### config.mk
export PLATFORM = sky130hd
export DESIGN_NAME = mem_arbiter
export DESIGN_NICKNAME = d
export VERILOG_FILES = /design/src/rtl/mem_arbiter.sv
export SDC_FILE = /design/constraint.sdc
export NUM_CORES = 1
export LEC_CHECK = 0
export ABC_AREA = 1
export CORE_MARGIN = 1
export CORE_UTILIZATION = 46
export CTS_CLUSTER_DIAMETER = 80
export DETAILED_ROUTE_END_ITERATION = 10
export PLACE_DENSITY = 0.86
export SKIP_CTS_REPAIR_TIMING = 1
export SLEW_MARGIN = 25
export SYNTH_ARGS = -nofsm -noshare
export SYNTH_HDL_FRONTEND = slang
export SYNTH_SLANG_ARGS = --single-unit
### constraint.sdc
create_clock -name clk -period 1.97 [get_ports clk]
set_input_delay 0.4925 -clock clk [delete_from_list [all_inputs] [get_ports clk]]
set_output_delay 0.4925 -clock clk [all_outputs]
set_load 0.005 [all_outputs]
### src/rtl/mem_arbiter.sv
// mem_arbiter: serialises IF and MEM port requests onto the MMU strobe bus.
// One access in flight; strobe held one full cycle, ack pulses the next.
module mem_arbiter (
  input  logic        clk,
  input  logic        rst_n,
  input  logic        if_req,
  input  logic [31:0] if_addr,
  output logic [31:0] if_rdata,
  output logic        if_ack,
  output logic        if_err,
  input  logic        mem_req,
  input  logic        mem_we,
  input  logic        mem_byte,
  input  logic [31:0] mem_addr,
  input  logic [31:0] mem_wdata,
  output logic [31:0] mem_rdata,
  output logic        mem_ack,
  output logic        mem_err,
  output logic        stall,
  output logic        mmu_read,
  output logic        mmu_write,
  output logic [31:0] mmu_addr,
  output logic [31:0] mmu_wdata,
  output logic        mmu_byte,
  input  logic [31:0] mmu_rdata
);

  typedef enum logic [1:0] {
    IDLE,
    BUSY,
    DONE
  } state_e;

  state_e      state_q, state_d;
  logic        last_mem_q, last_mem_d;
  logic        gnt_mem_q, gnt_mem_d;
  logic        mmu_read_q, mmu_read_d;
  logic        mmu_write_q, mmu_write_d;
  logic [31:0] mmu_addr_q, mmu_addr_d;
  logic [31:0] mmu_wdata_q, mmu_wdata_d;
  logic        mmu_byte_q, mmu_byte_d;
  logic [31:0] if_rdata_q, if_rdata_d;
  logic [31:0] mem_rdata_q, mem_rdata_d;
  logic        if_ack_q, if_ack_d;
  logic        mem_ack_q, mem_ack_d;
  logic        if_err_q, if_err_d;
  logic        mem_err_q, mem_err_d;

  logic        if_mis;
  logic        mem_mis;
  logic        pick_mem;

  assign if_mis   = if_addr[1:0] != 2'b00;
  assign mem_mis  = ~mem_byte & (mem_addr[1:0] != 2'b00);
  // Ties go to the port that did not win last time.
  assign pick_mem = mem_req & (~if_req | ~last_mem_q);

  // Next-state, grant and capture logic.
  always_comb begin
    state_d     = state_q;
    last_mem_d  = last_mem_q;
    gnt_mem_d   = gnt_mem_q;
    mmu_read_d  = 1'b0;
    mmu_write_d = 1'b0;
    mmu_addr_d  = mmu_addr_q;
    mmu_wdata_d = mmu_wdata_q;
    mmu_byte_d  = mmu_byte_q;
    if_rdata_d  = if_rdata_q;
    mem_rdata_d = mem_rdata_q;
    if_ack_d    = 1'b0;
    mem_ack_d   = 1'b0;
    if_err_d    = 1'b0;
    mem_err_d   = 1'b0;
    unique case (state_q)
      IDLE: begin
        if (if_req | mem_req) begin
          last_mem_d = pick_mem;
          gnt_mem_d  = pick_mem;
          if (pick_mem) begin
            if (mem_mis) begin
              mem_err_d   = 1'b1;
              mem_ack_d   = 1'b1;
              mem_rdata_d = 32'h0;
              state_d     = DONE;
            end else begin
              mmu_addr_d  = mem_addr;
              mmu_wdata_d = mem_wdata;
              mmu_byte_d  = mem_byte;
              mmu_write_d = mem_we;
              mmu_read_d  = ~mem_we;
              state_d     = BUSY;
            end
          end else begin
            if (if_mis) begin
              if_err_d   = 1'b1;
              if_ack_d   = 1'b1;
              if_rdata_d = 32'h0;
              state_d    = DONE;
            end else begin
              mmu_addr_d = if_addr;
              mmu_byte_d = 1'b0;
              mmu_read_d = 1'b1;
              state_d    = BUSY;
            end
          end
        end
      end
      BUSY: begin
        if (gnt_mem_q) begin
          mem_rdata_d = mmu_write_q ? 32'h0 : mmu_rdata;
          mem_ack_d   = 1'b1;
        end else begin
          if_rdata_d = mmu_rdata;
          if_ack_d   = 1'b1;
        end
        state_d = DONE;
      end
      DONE: begin
        state_d = IDLE;
      end
      default: begin
        state_d = IDLE;
      end
    endcase
  end

  // State, strobe and result registers.
  always_ff @(posedge clk or negedge rst_n) begin
    if (!rst_n) begin
      state_q     <= IDLE;
      last_mem_q  <= 1'b0;
      gnt_mem_q   <= 1'b0;
      mmu_read_q  <= 1'b0;
      mmu_write_q <= 1'b0;
      mmu_addr_q  <= 32'h0;
      mmu_wdata_q <= 32'h0;
      mmu_byte_q  <= 1'b0;
      if_rdata_q  <= 32'h0;
      mem_rdata_q <= 32'h0;
      if_ack_q    <= 1'b0;
      mem_ack_q   <= 1'b0;
      if_err_q    <= 1'b0;
      mem_err_q   <= 1'b0;
    end else begin
      state_q     <= state_d;
      last_mem_q  <= last_mem_d;
      gnt_mem_q   <= gnt_mem_d;
      mmu_read_q  <= mmu_read_d;
      mmu_write_q <= mmu_write_d;
      mmu_addr_q  <= mmu_addr_d;
      mmu_wdata_q <= mmu_wdata_d;
      mmu_byte_q  <= mmu_byte_d;
      if_rdata_q  <= if_rdata_d;
      mem_rdata_q <= mem_rdata_d;
      if_ack_q    <= if_ack_d;
      mem_ack_q   <= mem_ack_d;
      if_err_q    <= if_err_d;
      mem_err_q   <= mem_err_d;
    end
  end

  assign mmu_read  = mmu_read_q;
  assign mmu_write = mmu_write_q;
  assign mmu_addr  = mmu_addr_q;
  assign mmu_wdata = mmu_wdata_q;
  assign mmu_byte  = mmu_byte_q;
  assign if_rdata  = if_rdata_q;
  assign if_ack    = if_ack_q;
  assign if_err    = if_err_q;
  assign mem_rdata = mem_rdata_q;
  assign mem_ack   = mem_ack_q;
  assign mem_err   = mem_err_q;
  assign stall     = (if_req & ~if_ack_q) | (mem_req & ~mem_ack_q);

endmodule

# == Yosys cells after proc, flatten, opt, wreduce, memory -nomap -nowiden ==
# Index checks and enable logic that the tools add are counted.
# word_totals
ff_bits,138
out_inout_bits,136
word_cells,89
# op_classes
n_eq_ne,10
mux,43
n_bitwise,14
n_reduce_logical,9
# op_table
cell,n
32-bit 2-to-1 mux,12
32-bit case mux with 2 select lines,2
1-bit 2-to-1 mux,22
"2-bit != test, second input constant",8
5-bit AND reduction,2
2-bit 2-to-1 mux,4
4-bit AND reduction,2
1-bit NOT,7
2-bit nonzero test,3
1-bit AND,4
1-bit case mux with 2 select lines,2
2-bit case mux with 2 select lines,1
1-bit bitwise OR,3
"2-bit by 1-bit equality test with 1-bit output, second input constant",1
2-bit zero test,1
"2-bit by 1-bit != test with 1-bit output, second input constant",1
2-bit AND reduction,1

# == Logic depth before layout (Yosys ltp) ==
# logic_depth
ltp_word,6
depth_mapped,9
mapped_depth_nobuf,7

# == Worst setup path before layout ==
# Ideal clock, no wire load.
# synth_path
kind,input to register
start,input mem_addr[0]
end,"register mmu_addr_q[10], in the netlist mmu_addr[10]"
arrival_ps,1317
required_ps,1854
slack_ps,536
cell_stages,7
path_cell_list,o21ai_2 -> nand2_1 -> nand2_4 -> nand2_4 -> buf_4 -> nand2_1 -> nand2_1
# synth_via
elab_chain_cells,4
# synth_lines
element,line,rtl
"start, declared",14,"input logic [31:0] mem_addr,"
2-bit nonzero test,54,assign mem_mis = ~mem_byte & (mem_addr[1:0] != 2'b00);
1-bit AND,54,
2-bit != test (no line),-,
4-bit AND reduction (no line),-,
"end signal, assigned",150,mmu_addr_q <= mmu_addr_d;
"end, declared",39,"logic [31:0] mmu_addr_q, mmu_addr_d;"
# Every way passes these cells.
# A chain may end at the register's enable or synchronous reset.

# == Worst setup path after layout ==
# layout_path
start,input if_req
end,output stall
# layout_via
elab_chain_cells,2
# layout_lines
element,line,rtl
"start, declared",6,"input logic if_req,"
1-bit AND,173,assign stall = (if_req & ~if_ack_q) | (mem_req & ~mem_ack_q);
1-bit bitwise OR,173,
"end, declared",19,"output logic stall,"
# Every way passes these cells.

==> reports/qor.log <==
qor: grt.grt_util_all_layers 27.8%
qor: drt.avgRoutedWirePerCell 14.8 um
qor: synth.ys_ff_latch 138
qor: power.cell_internal_pwr 0.00843 W
qor: clock_tree.cts_max_level 4
qor: drt.vias 6,160
qor: clock_tree.numCtsBuffers 17
qor: place.place_ws -0.332 ns
qor: power.vdd_drop_max 0.698 mV
qor: critical_path.crit_arrival 1.40 ns
qor: hold_path.min_path_type primary input to async pin
qor: finish.area_growth 57.5%
qor: power.portion_of_total_power_attributed_to_the_clock_network 24.9%
qor: clock_tree.clock_sink_count 138
qor: finish.final.fill_count 978
qor: power.total_switching_power 0.00399 W
qor: place.numPortBuffers 269
qor: timing.setup_total_neg_slack 0 ns
qor: drt.route.detailed.vias_per_inst 4.98
qor: status.status complete, no violations
qor: grt.globalRouteOverflowTotal 0
qor: drt.routed_wl 18.2 mm
qor: synth.yosys_warnings 0
qor: power.pwr-share-comb 39.8%
qor: clock_tree.clk_transition_reported_paths 0.06 ns
qor: finish.multi_input_comb_area 2410 um2
qor: floorplanning.dieArea 13,900 um2
qor: synth.postSynthAreaPerCell 7.89 um2
qor: timing.whs 0.00687 ns
qor: synth.synth.distinct_cells 21
qor: timing.slew_headroom 71.3%
qor: clock_tree.cts-root-to-sink-buffers 2
qor: critical_path.slowest_delay 0.53 ns
qor: critical_path.worst-path-buf-inv 3
qor: clock_tree.tritoncts yes
qor: power.power_density 1270 nW/um2
qor: timing.setup_viol 0
qor: drt.firstDrtPassIters 5
qor: finish.most_frequent_cells_in_the_layout nand2_1, clkdlybuf4s50_1, dfrtp_1, nand3_1, nor2_1
qor: timing.finalMaxSlewViolations 0
qor: floorplanning.floorplan.core_area 13,200 um2
qor: run.cap_violations 0
qor: place.place.detailed.hpwl 12.5 mm
qor: finish.nNetsFinal 1,183
qor: synth.proportion_of_synthesized_chip_area_in_sequential_cells 55.8%
qor: power.pwr-share-seq 35.3%
qor: synth.net_count_after_synthesis 918
qor: critical_path.timing.critical_path.max_delay_family buffers and inverters
qor: finish.final_common_cell nand2_1
qor: timing.rsz0062_at_grt no
qor: critical_path.rrSetupSlack 0.51 ns
qor: timing.finalCritPeriodShare 95.9%
qor: timing.final_critical_path_setup_slack 0.0805 ns
qor: critical_path.r2r-start gnt_mem_q
qor: timing.worst_slew_pin_slew 0.431 ns
qor: drt.drcViolationCount 0
qor: critical_path.cp-end-kind output port
qor: floorplanning.io_pins 270
qor: floorplanning.floorplan.initialDensity 46.9%
qor: critical_path.start_kind primary input
qor: floorplanning.die_y 118 um
qor: critical_path.slowest_stage clkdlybuf4s50_1
qor: finish.ratio_of_cells_with_drive_above_1_in_the_final_layout 6.23%
qor: drt.antenna_left 0
qor: critical_path.critical_path.cell_chain clkdlybuf4s50_1, inv_1, o22ai_1, clkbuf_2
qor: place.final_gp_congestion 0.781
qor: power.power.switching_fraction 32.1%
qor: grt.vias_in_the_first_global_route 6,110
qor: timing.finalCriticalPeriod 1.89 ns
qor: clock_tree.clock_tree.root_cell clkbuf_16
qor: clock_tree.clk-insertion-delay-late 0.41 ns
qor: critical_path.critical_path_peak_fanout 4
qor: grt.antenna_violations_before_repair 0
qor: floorplanning.fp-row-count 42
qor: grt.grt_first_pass_wirelength 30.4 mm
qor: power.report.power.total 0.0124 W
qor: synth.synthCells 784
qor: finish.sequential_cell_area 3450 um2
qor: synth.mappedNetlistArea 6190 um2
qor: critical_path.r2r_end if_rdata[22]
qor: critical_path.worst_ep_required_time 1.48 ns
qor: grt.grt_start_max_net_pins 45
qor: finish.antenna_cells 0
qor: timing.fin_worst_skew 0.00885 ns
qor: critical_path.logic_depth_of_the_worst_register_to_register_path 8
qor: power.power.leakage 4.96 nW
qor: finish.utilization 73.9%
qor: drt.initialDrtViolationCount 576
qor: timing.clock.fmax 0.529 GHz
qor: timing.finalHoldViolations 0
qor: critical_path.setup.worst_path.class primary input to output port
qor: floorplanning.chipWidth 118 um
## area by class of cell
class / instances / share of cell area (%)
clock inverters: 6 / 0.911
clock buffers: 24 / 4.94
inverters: 14 / 0.539
repair buffers: 296 / 31.2
multi-input cells: 582 / 24.7
well taps: 176 / 2.26
flip-flops and latches: 138 / 35.4
## worst max-delay path by stage
| stage | from | to | slack (ns) | cells past startpoint |
|---|---|---|---|---|
| 4_1_cts | if_req | stall | -0.33 | 4 |
| 3_5_place_dp | if_req | stall | -0.33 | 4 |
| 3_3_place_gp | if_req | stall | -0.33 | 4 |
| 2_1_floorplan | mem_addr[0] | mmu_addr[10] | 0.54 | 7 |
| 5_1_grt | if_req | stall | 0.003 | 4 |
| 6_report | if_req | stall | 0.08 | 4 |
## registers in the layout (all words and copies together) (netlist names)
name and flops:
mem_ack 1, mem_rdata 32, if_err 1, mmu_wdata 32
state_q 2, mmu_addr 32, mmu_write 1, if_ack 1
gnt_mem_q 1, mem_err 1, mmu_byte 1, mmu_read 1
if_rdata 32
## metrics by stage
step | area (um2) | std cells
after global placement | 9180 | 1206
after floorplan | 6190 | 784
after CTS | 9750 | 1236
final | 9750 | 1236
after detailed placement | 9180 | 1206
after global routing | 9750 | 1236
## power by group through the flow
| stage | logic [W] | registers (W) | clock network [W] |
|---|---|---|---|
| floorplan | 0.00186 | 0.00444 | 0 |
| global placement | 0.00487 | 0.00437 | 0 |
| detailed placement | 0.00496 | 0.00440 | 0 |
| CTS | 0.00499 | 0.00438 | 0.00313 |
| global route | 0.00540 | 0.00451 | 0.00327 |
| finish | 0.00495 | 0.00438 | 0.00309 |
## worst reg2reg max path: stages (launching register included)
cell and delay (ns):
dfrtp_1 0.45, nand2_1 0.10, nand2_2 0.17, o21ai_0 0.15
nand2_1 0.10, nand2_2 0.09, buf_12 0.17, nand2_1 0.08
nand2_1 0.05
## cell usage after synthesis
| library cell | count | area, um2 |
|---|---|---|
| a21oi_1 | 2 | 10.0 |
| a21oi_2 | 1 | 8.76 |
| buf_2 | 17 | 85.1 |
| buf_4 | 9 | 67.6 |
| buf_6 | 4 | 45.0 |
| clkbuf_1 | 20 | 75.1 |
| clkinv_1 | 2 | 7.51 |
| dfrtp_1 | 138 | 3450 |
| inv_1 | 10 | 37.5 |
| inv_2 | 2 | 7.51 |
| nand2_1 | 429 | 1610 |
| nand2_2 | 3 | 18.8 |
| nand2_4 | 2 | 22.5 |
| nand3_1 | 67 | 335 |
| nand4_1 | 32 | 200 |
| nor2_1 | 38 | 143 |
| nor2_4 | 2 | 22.5 |
| o21ai_0 | 3 | 15.0 |
| o21ai_2 | 1 | 8.76 |
| o21bai_1 | 1 | 7.51 |
| o22ai_1 | 1 | 6.26 |
## routing by layer
metal | part of all wire, % | GRT usage (%)
met2 | 50 | 46.3
met1 | 40 | 33.2
met3 | 7.2 | 7.75
met4 | 3.1 | 13.1
met5 | 0 | 0
## logic make-up (layout without fill, tap and decap cells)
group,Yosys count,after routing,share of synthesized area [%]
buffers and inverters,64,340,5.26
DFF,138,138,55.8
AOI/OAI and AO/OA,9,9,0.910
and+or+nand+nor,573,573,38.0
No activity file was read; power rests on OpenSTA's default activity.
